`src/rtl/fetch_buffer.sv`:
```
// Fetch stage with a DEPTH-entry prefetch queue of {instruction, PC+4} feeding IRD/PC4D.
// Define FETCH_BYPASS_EN to forward ImemData straight into IRD when the queue is empty.
module fetch_buffer #(
   parameter int unsigned DEPTH    = 4,
   parameter logic [31:0] RESET_PC = 32'h0000_3000,
   parameter int unsigned IM_AW    = 10
) (
   input  logic                     Clk,
   input  logic                     Reset,
   input  logic                     StallD,
   input  logic                     Redirect,
   input  logic [31:0]              RedirectPC,
   output logic [IM_AW-1:0]         ImemAddr,
   input  logic [31:0]              ImemData,
   output logic [31:0]              IRD,
   output logic [31:0]              PC4D,
   output logic [$clog2(DEPTH):0]   Count,
   output logic                     Full,
   output logic                     Empty
);

   localparam int unsigned PW = $clog2(DEPTH);
   localparam int unsigned CW = PW + 1;

   logic [31:0]    pc;
   logic [31:0]    pc_plus4;
   logic [PW-1:0]  head;
   logic [PW-1:0]  tail;
   logic [31:0]    q_instr [DEPTH];
   logic [31:0]    q_pc4   [DEPTH];

   logic           do_push;
   logic           do_pop;
   logic           flush;
   logic [31:0]    pc_n;
   logic [31:0]    ird_n;
   logic [31:0]    pc4d_n;
   logic [PW-1:0]  head_n;
   logic [PW-1:0]  tail_n;
   logic [CW-1:0]  count_n;

   assign pc_plus4 = pc + 32'd4;
   assign ImemAddr = pc[IM_AW+1:2];

   // NOTE: every always_comb output gets a default first so no path leaves it unassigned (no latch).
   always_comb begin
      do_push = 1'b0;
      do_pop  = 1'b0;
      flush   = 1'b0;
      pc_n    = pc;
      ird_n   = IRD;
      pc4d_n  = PC4D;
      if (Redirect && !StallD) begin
         // The delay slot is the head entry if one exists, else the word fetched this cycle.
         pc_n = RedirectPC;
         if (!Empty) begin
            ird_n  = q_instr[head];
            pc4d_n = q_pc4[head];
            flush  = 1'b1;
         end else begin
`ifdef FETCH_BYPASS_EN
            ird_n  = ImemData;
            pc4d_n = pc_plus4;
`else
            ird_n   = '0;
            pc4d_n  = '0;
            do_push = 1'b1;
`endif
         end
      end else if (!StallD) begin
         pc_n = pc_plus4;
         if (!Empty) begin
            ird_n   = q_instr[head];
            pc4d_n  = q_pc4[head];
            do_pop  = 1'b1;
            do_push = 1'b1;
         end else begin
`ifdef FETCH_BYPASS_EN
            ird_n  = ImemData;
            pc4d_n = pc_plus4;
`else
            ird_n   = '0;
            pc4d_n  = '0;
            do_push = 1'b1;
`endif
         end
      end else if (!Full) begin
         do_push = 1'b1;
         pc_n    = pc_plus4;
      end
   end

   always_comb begin
      tail_n  = do_push ? tail + PW'(1) : tail;
      head_n  = flush ? tail : (do_pop ? head + PW'(1) : head);
      count_n = flush ? '0 : Count + CW'(do_push) - CW'(do_pop);
   end

   // NOTE: state registers use non-blocking assignments so every flop samples pre-edge values.
   always_ff @(posedge Clk) begin
      if (Reset) begin
         pc    <= RESET_PC;
         head  <= '0;
         tail  <= '0;
         Count <= '0;
         Full  <= 1'b0;
         Empty <= 1'b1;
         IRD   <= '0;
         PC4D  <= '0;
      end else begin
         pc    <= pc_n;
         head  <= head_n;
         tail  <= tail_n;
         Count <= count_n;
         Full  <= (count_n == CW'(DEPTH));
         Empty <= (count_n == '0);
         IRD   <= ird_n;
         PC4D  <= pc4d_n;
      end
   end

   // NOTE: queue storage has no reset; Count/Empty guarantee stale entries are never read.
   always_ff @(posedge Clk) begin
      if (do_push) begin
         q_instr[tail] <= ImemData;
         q_pc4[tail]   <= pc_plus4;
      end
   end

endmodule

```
`config.mk`:
```
export PLATFORM = sky130hd
export DESIGN_NAME = fetch_buffer
export DESIGN_NICKNAME = d
export VERILOG_FILES = /design/src/rtl/fetch_buffer.sv
export SDC_FILE = /design/constraint.sdc
export NUM_CORES = 1
export LEC_CHECK = 0
export BUFFER_PORTS_ARGS = -buffer_cell sky130_fd_sc_hd__buf_2
export CAP_MARGIN = 20
export CORE_MARGIN = 1
export CORE_UTILIZATION = 50
export DETAILED_ROUTE_END_ITERATION = 12
export HOLD_SLACK_MARGIN = 0.02
export PLACE_DENSITY = 0.69
export SLEW_MARGIN = 20
export SYNTH_ARGS = -nofsm -noshare
export SYNTH_HDL_FRONTEND = slang
export SYNTH_SLANG_ARGS = --single-unit
```
`constraint.sdc`:
```
create_clock -name Clk -period 4.1 [get_ports Clk]
set_clock_uncertainty 0.2 [all_clocks]
set_input_delay 0.205 -clock Clk [delete_from_list [all_inputs] [get_ports Clk]]
set_output_delay 0.205 -clock Clk [all_outputs]
set_load 0.005 [all_outputs]
```
# Yosys cells after proc, flatten, opt, wreduce, memory -nomap -nowiden
# Memories as Yosys holds them, arrays and structs flattened. A register that Yosys moved wholly into a read port is not among the register bits.
# Cells that the tools add are included.
# op_classes
n_addsub	5
eq_ne	3
muxes	26
reduce_logical	4
# op_table
operator	n
2-to-1 mux 32 bit	9
adder 32 x 3 -> 32 bit, second input constant	1
2-to-1 mux 2 bit	6
2-to-1 mux 1 bit	10
adder 2 x 1 -> 2 bit, second input constant	2
adder 3 x 1 -> 3 bit	1
== test 3 bit, second input constant	1
zero test 3 bit	1
2-to-1 mux 3 bit	1
inequality test 3 x 2 -> 1 bit, second input constant	1
subtractor 3 x 1 -> 3 bit	1
inequality test 2 x 1 -> 1 bit, second input constant	1
nonzero test 2 bit	1
logical AND 1 bit	1
zero test 1 bit	1
# word_totals
ff_bits	105
ram_bits	256
input_bits	68
output_inout_bits	79
wordCells	48
memories	2
# mem_list
memory	words	word_bits	rd	rd_clocked_by_memory_dff	write_ports	line	text
q_instr	4	32	1	1	1	29	logic [31:0] q_instr [DEPTH];
q_pc4	4	32	1	1	1	30	logic [31:0] q_pc4 [DEPTH];

# Logic depth before layout (Yosys ltp)
# Gate-level depths: netlist of run 1.
# logic_depth
depth_word	7
mapped_depth	11

# Least setup slack after synthesis of run 1
# Ideal clock, no wire load.
# synth_path
path_type	register to register
start	reg Full
end	mem q_instr[1][0] (enable)
setup_time_ns	0.429
t_arrival_ns	2.331
path_slack_ns	1.140
path_stages_with_launch	4
path_buffers	0
cell_sequence	dfxtp_1 > and2_1 > nor2_1 > and2_1
# synth_between
elab_chain_cells	5
# synth_lines
element	line	text
start, declared	18	output logic Full,
start signal, assigned	115	Full <= (count_n == CW'(DEPTH));
2-to-1 mux 1 bit	87	end else if (!Full) begin
2-to-1 mux 1 bit	70	end else if (!StallD) begin
2-to-1 mux 1 bit	53	if (Redirect && !StallD) begin
2-to-1 mux 1 bit	124	if (do_push) begin
2-to-1 mux 1 bit (implied by the code)	125	q_instr[tail] <= ImemData;
end, declared	29	
# No other way between the ends.

# Worst setup path in the final report of run 1
# layout_path
start	reg Full
end	reg Full
# layout_between
elab_chain_cells	7
# layout_lines
element	line	text
2-to-1 mux 1 bit	87	
2-to-1 mux 1 bit	70	
2-to-1 mux 1 bit	53	
adder 3 x 1 -> 3 bit	96	count_n = flush ? '0 : Count + CW'(do_push) - CW'(do_pop);
subtractor 3 x 1 -> 3 bit	96	
2-to-1 mux 3 bit	96	
== test 3 bit	115	
# No other way between the ends.
# A chain may end at the register's enable or synchronous reset.

==> results of run 1 <==
[kinds of logic (layout without fill, tap and decap cells)]
| family | after synthesis | after routing | share of synthesized area, % |
|---|---|---|---|
| flops | 363 | 363 | 69.28 |
| simple gates | 214 | 214 | 7.496 |
| compound gates | 153 | 153 | 7.435 |
| buf+inv | 83 | 300 | 2.602 |
| mux | 69 | 69 | 10.51 |
| xor+xnor | 31 | 31 | 1.914 |
| fa+ha+maj | 8 | 8 | 0.7584 |
| other cells | 0 | 1 | 0 |
[worst max path at each step]
stage	startpoint	end	slack, ns
after CTS	Full	Full	1.19
after floorplan	Full	q_instr[1][0]	1.14
after detailed placement	StallD	Empty	0.70
final	Full	Full	1.21
after global routing	StallD	Full	1.02
after global placement	StallD	Full	0.80
[placed cells by master (no fill, tap or decap), types with 4 or more instances in the layout]
master / n
edfxtp_1: 256
buf_2: 144
dfxtp_1: 105
nor2_1: 93
a22oi_1: 80
dlygate4sd3_1: 65
mux4_2: 64
clkbuf_16: 39
nand2_1: 36
a21oi_1: 21
xnor2_1: 18
nand3_1: 17
o21ai_0: 16
xor2_1: 13
a31oi_1: 13
buf_4: 13
clkbuf_1: 11
clkbuf_8: 9
inv_1: 8
nand4_1: 8
or3_1: 8
and2_1: 7
ha_1: 7
clkinv_2: 7
nor3_1: 6
nor4_1: 6
o31ai_1: 6
and4_1: 5
mux2i_1: 5
and3_1: 4
and2_4: 4
a21o_1: 4
[routing by layer]
layer,wire length (um),part of all wire [%],GRT usage (%),vias to the layer above
met5,0,0,0,-
li1,-,-,-,3944
met1,13170,43,28.94,4320
met4,683,2.3,6.620,0
met3,1681,5.5,3.302,52
met2,14770,49,35.74,272
[power breakdown]
part           internal (mW)  switching [mW]  leakage [nW]
Clock                   1.98            1.35         0.604
Combinational          0.865            1.07          2.18
Sequential              4.98           0.354          3.29
Total                   7.82            2.78          6.07
[registers in the layout, indices dropped and copies added (netlist names), named ones only]
signal   cells
pc          32
Full         1
Empty        1
Count        3
q_instr    128
head         2
q_pc4      128
tail         2
PC4D        32
IRD         32
[layout make-up]
class / count / area, um2 / area share, %
multi-input cells: 475 / 4014 / 23.52
inverters: 8 / 30.03 / 0.1759
diodes: 1 / 2.502 / 0.01466
well taps: 378 / 473.0 / 2.771
repair buffers: 223 / 1489 / 8.724
flip-flops and latches: 363 / 9837 / 57.64
clock buffers: 59 / 1141 / 6.686
clock inverters: 10 / 81.33 / 0.4765
[synthesized netlist by cell type, drive strengths merged, types with 4 or more instances]
cell      n
nor3      6
a31oi    13
edfxtp  256
dfxtp   107
nor4      8
clkbuf   46
a21oi    21
xor2     13
inv       8
nand4     8
o21ai    16
a21o      4
o31ai     6
nand3    20
nand2    36
nor2     94
xnor2    18
mux2i     5
mux4     64
buf      29
or3       9
a22oi    80
ha        7
and4      5
and2     11
and3      6
[what timing repair did]
| item | 4_1_cts | 5_1_grt |
|---|---|---|
| hold buffers | 65 | 0 |
| setup buffers | 0 | 0 |
| endpoints found under the hold margin | 164 | 0 |
[per-stage QoR]
stage,instance area [um2],hold WS [ns],worst slack [ns],power [mW],std cells
6_report,17070,0.08480,1.209,10.60,1517
5_1_grt,17070,0.1035,1.024,11.07,1517
4_1_cts,17070,0.09060,1.186,10.71,1516
3_5_place_dp,15190,0.2273,0.7003,7.338,1382
3_3_place_gp,15190,0.2221,0.7962,7.259,1382
2_1_floorplan,14190,0.1039,1.140,6.616,921
[critical path: cells and delay by family (launching register included)]
family	cells	cell delay, ns
adders and majority gates	3	0.84
and+or+nand+nor	3	0.82
buffers and inverters	3	0.34
DFF	1	0.32
AOI/OAI and AO/OA	1	0.17
xor gates and xnor gates	1	0.14
==> out/results.tsv, run 1 <==
stage	metric	value	unit
route	wire_per_inst	19.98	um
critical_path	crit-reg2reg-launch	Full	
grt	grt_max_degree	76	
synthesis	synthCells	921	
die	pin_count	147	
synthesis	synth_area	14190	um2
min_path	hold_class	input pin to flop	
critical_path	reg2reg_to	Full	
clocking	clk_pin_slew	0.06	ns
sta	hold_viol	0	
critical_path	max_stage_delay	0.40	ns
sta	rsz0062_at_grt	false	
grt	grt_pass1_wl	46680	um
route	postRouteAntennaNets	0	
min_path	hold_depth	2	
clocking	cts.sinks	363	
sta	final_max_slew_viol_count	0	
critical_path	cp-start-kind	flop	
critical_path	cp_max_fo	22	
critical_path	r2r_cells	11	
cells_and_area	drive_above_1_share	26.10	%
grt	grt_usage	21.40	%
power_and_ir_drop	power.density	620.9	nW/um2
critical_path	worstPathRequired	4.36	ns
sta	fin_crit_sh	70.52	%
critical_path	arrival	3.15	ns
grt	overflow	0	
clocking	cts_tree	yes	
route	drcViolationCount	0	
min_path	hold_end	PC4D[12]	
power_and_ir_drop	vdd_drop_max	0.2664	mV
synthesis	yosysUniqueCellTypes	50	
clocking	htree_levels	2	
route	vias	8588	
sta	max_freq	0.3458	GHz
cells_and_area	fin_nets	1185	
min_path	hp-start	Reset	
sta	setup_viol	0	
clocking	cts_inserted_buffers	38	
route	viasPerCell	5.661	
cells_and_area	fill_cells	2081	
synthesis	yosys_most_used_dff	edfxtp_1	
critical_path	worstPathCellList	and2_1 -> buf_4 -> nor2_1 -> inv_1 -> ha_1 -> inv_1 -> ha_1 -> fa_1 -> xnor2_1 -> nor3_1 -> o21a_1	
synthesis	synth-seq-cells	363	
die	die_w	170.4	um
sta	timing.final.crit_period	2.891	ns
critical_path	crit_slowest_cell	nor2_1	
sta	timing.slew.headroom	29.72	%
die	core-area	27860	um2
critical_path	r2r_slack	1.21	ns
synthesis	synth_edf_count	256	
grt	antenna_found_initial	1	
clocking	ctsResizeCount	0	
synthesis	synth.avg_cell_area	15.40	um2
power_and_ir_drop	p_leak	6.067	nW
sta	tightest_slew	1.054	ns
critical_path	end_kind	flop	
die	die-area	29050	um2
route	first_pass_iters	5	
die	initial_core_util	50.93	%
route	dr.first_iter.drc_count	721	
grt	grt_pass1_vias	8322	
synthesis	synth_warnings	0	
die	die_h	170.4	um
die	rows	61	
clocking	clk_root_buffer_cell	clkbuf_16	
cells_and_area	syn2layout_area_growth	20.30	%
sta	finalSetupTns	0	ns
synthesis	yosys.area.top_type	edfxtp_1	
cells_and_area	post-route-util	61.27	%
run	drv_cap	0	
placement	hpwl	17740	um
placement	portBuffers	146	
status	status	finished clean	
critical_path	worstSetupPathType	flop to flop	
synthesis	synth_area_leaders	edfxtp_1, dfxtp_1, mux4_2	
synthesis	async_flop_share	0	%
clocking	cts_buffer_depth	3	
clocking	clock_latency	0.52	ns
synthesis	syn_nets	997	
synthesis	ys_seq_area_share	69.28	%
route	routed_wl	30310	um
synthesis	synth_top_area_share	54.18	%
placement	globalplace.congestion	0.7826	
(Power assumes the default switching activity.)
==> run 2, diff against run 1 <==
==> constraint.sdc (replaced) <==
create_clock -name Clk -period 2.7 [get_ports Clk]
set_clock_uncertainty 0.2 [all_clocks]
set_input_delay 0.135 -clock Clk [delete_from_list [all_inputs] [get_ports Clk]]
set_output_delay 0.135 -clock Clk [all_outputs]
set_load 0.005 [all_outputs]
==> run 2 against run 1 <==
Net effect:
- sequential share of layout area fell by 1.0 points
- maximum frequency is 14% higher
- routed wire length up 0.20%
- register-to-register slack worse by 1.1 ns
- design area is 1.8% higher
- non-clock buffer count increased by 24
- power increased by 53%
- global-route usage is essentially flat
- utilization up 1.1 points
- critical endpoint is now q_pc4[3][24]
- highest routed layer unchanged
==> out/results.tsv, run 2 (same netlist as run 1, synthesis figures left out) <==
stage	metric	value	unit	change
die	die-area	29050	um2	unchanged
power_and_ir_drop	fin_total_pwr	16.22	mW	+53%
clocking	clock_latency	0.51	ns	about the same
sta	holdWs	0.1794	ns	+0.09461 ns
clocking	post-cts-setup-buffers	0		unchanged
route	routed_wl	30370	um	+0.20%
clocking	htree_levels	2		unchanged
critical_path	max_stage_delay	0.53	ns	+0.13 ns
die	core-area	27860	um2	unchanged
route	first_pass_iters	5		unchanged
sta	timing.final.crit_period	2.542	ns	-0.3495 ns
cells_and_area	layout_common_cells	edfxtp_1, buf_2, dfxtp_1, nor2_1, a22oi_1		
run	drv_cap	0		unchanged
min_path	hold_class	input pin to flop		
sta	setup_viol	0		unchanged
die	die_h	170.4	um	unchanged
sta	tightest_slew	0.6306	ns	-0.4236 ns
cells_and_area	syn2layout_area_growth	22.52	%	
placement	pre_cts_slack	0.2622	ns	-0.4381 ns
critical_path	worstPathRequired	2.79	ns	-1.57 ns
cells_and_area	post-route-util	62.39	%	+1.1 points
clocking	clk_pin_slew	0.06	ns	about the same
cells_and_area	stdcell_count	1541		+1.6%
grt	grt_usage	21.40	%	about the same
cells_and_area	fin_nets	1209		+2.0%
grt	antenna_found_initial	0		-1
sta	timing.final.ws_setup	0.1580	ns	-1.051 ns
cells_and_area	layout_commonest_cell	edfxtp_1		
sta	max_freq	0.3934	GHz	+14%
grt	grt_pass1_wl	47260	um	+1.2%
critical_path	worstPathCellList	ha_1 -> and3_2 -> nand3_1 -> nor4_1 -> xor2_1		
clocking	cts.sinks	363		unchanged
cells_and_area	n_antenna_cell	0		-1
power_and_ir_drop	power.density	933.2	nW/um2	+50%
cells_and_area	drive_above_1_share	27.26	%	+1.2 points
die	pin_count	147		unchanged
route	vias	8625		+0.43%
die	die_w	170.4	um	unchanged
grt	grt_pass1_vias	8581		+3.1%
route	viasPerCell	5.597		-1.1%
clocking	cts_buffer_depth	3		unchanged
sta	rsz0062_at_grt	true		
critical_path	crit_slowest_cell	nor4_1		
grt	grt_max_degree	82		+7.9%
critical_path	arrival	2.63	ns	-0.52 ns
placement	hpwl	18280	um	+3.0%
critical_path	end_kind	flop		
cells_and_area	biggestRegsByFlops	q_instr x128, q_pc4 x128		
grt	overflow	0		unchanged
sta	fin_crit_sh	94.15	%	+24 points
route	wire_per_inst	19.71	um	-1.4%
status	status	finished clean		
placement	placed_cells	1402		+1.4%
clocking	clk_root_buffer_cell	clkbuf_16		
route	postRouteAntennaNets	0		unchanged
cells_and_area	finalInstanceArea	17380	um2	+1.8%
critical_path	cp-start-kind	flop		
sta	finalSetupTns	0	ns	unchanged
clocking	cts_tree	yes		
die	initial_core_util	50.93	%	unchanged
route	dr.first_iter.drc_count	543		-25%
clocking	cts_inserted_buffers	38		unchanged
sta	timing.slew.headroom	57.57	%	+28 points
critical_path	cp_max_fo	7		-68%
sta	hold_viol	0		unchanged
placement	portBuffers	146		unchanged
sta	final_max_slew_viol_count	0		unchanged
power_and_ir_drop	vdd_drop_max	0.6512	mV	+140%
placement	globalplace.congestion	0.8473		+8.3%
critical_path	worstSetupPathType	flop to flop		
die	rows	61		unchanged
route	drcViolationCount	0		unchanged
placement	placed_cell_area	15450	um2	+1.7%
power_and_ir_drop	p_leak	6.225	nW	+2.6%
-- run 2: path summary, 6_finish.rpt --
kind / startpoint / endpoint / slack (ns) / cells past startpoint
max: pc[2] / q_pc4[3][24] / 0.16 / 5
min: ImemData[1] / q_instr[0][1] / 0.18 / 2
min reg2reg: IRD[20] / IRD[20] / 0.30 / 2
max reg2reg: pc[2] / q_pc4[3][24] / 0.16 / 5
-- run 2: power by group --
part	internal (mW)	switching, mW
logic	1.45	1.76
registers	7.55	0.444
clock network	3.00	2.02
total	12.0	4.22
-- run 2: routing by layer --
| layer | vias up | GRT usage, % | routed length [um] |
|---|---|---|---|
| li1 | 3993 | - | - |
| met1 | 4307 | 28.26 | 13010 |
| met2 | 275 | 36.21 | 14950 |
| met3 | 50 | 3.814 | 1729 |
| met4 | 0 | 6.385 | 674 |
| met5 | - | 0 | 0 |
-- run 2: worst max-delay path, delay by kind of cell, from the launching register on --
| kind | cells | cell delay, ns |
|---|---|---|
| AND/OR/NAND/NOR | 3 | 0.99 |
| flip-flops | 1 | 0.46 |
| adder cells (fa/ha/maj) | 1 | 0.30 |
| XOR/XNOR | 1 | 0.36 |
-- run 2: cell type report --
| type | count | area, um2 |
|---|---|---|
| inverter | 8 | 30.03 |
| clock buffer | 55 | 1129 |
| fill | 2073 | 10480 |
| multi-input combinational | 475 | 4020 |
| sequential | 363 | 9837 |
| timing repair buffer | 247 | 1792 |
| clock inverter | 15 | 101.3 |
| tap | 378 | 473.0 |
-- run 2: repair_timing --
item | 4_1_cts | 5_1_grt
setup endpoints to repair | 0 | 4
endpoints found under the hold margin | 179 | 0
gates resized for setup | 0 | 1
hold buffers | 69 | 0
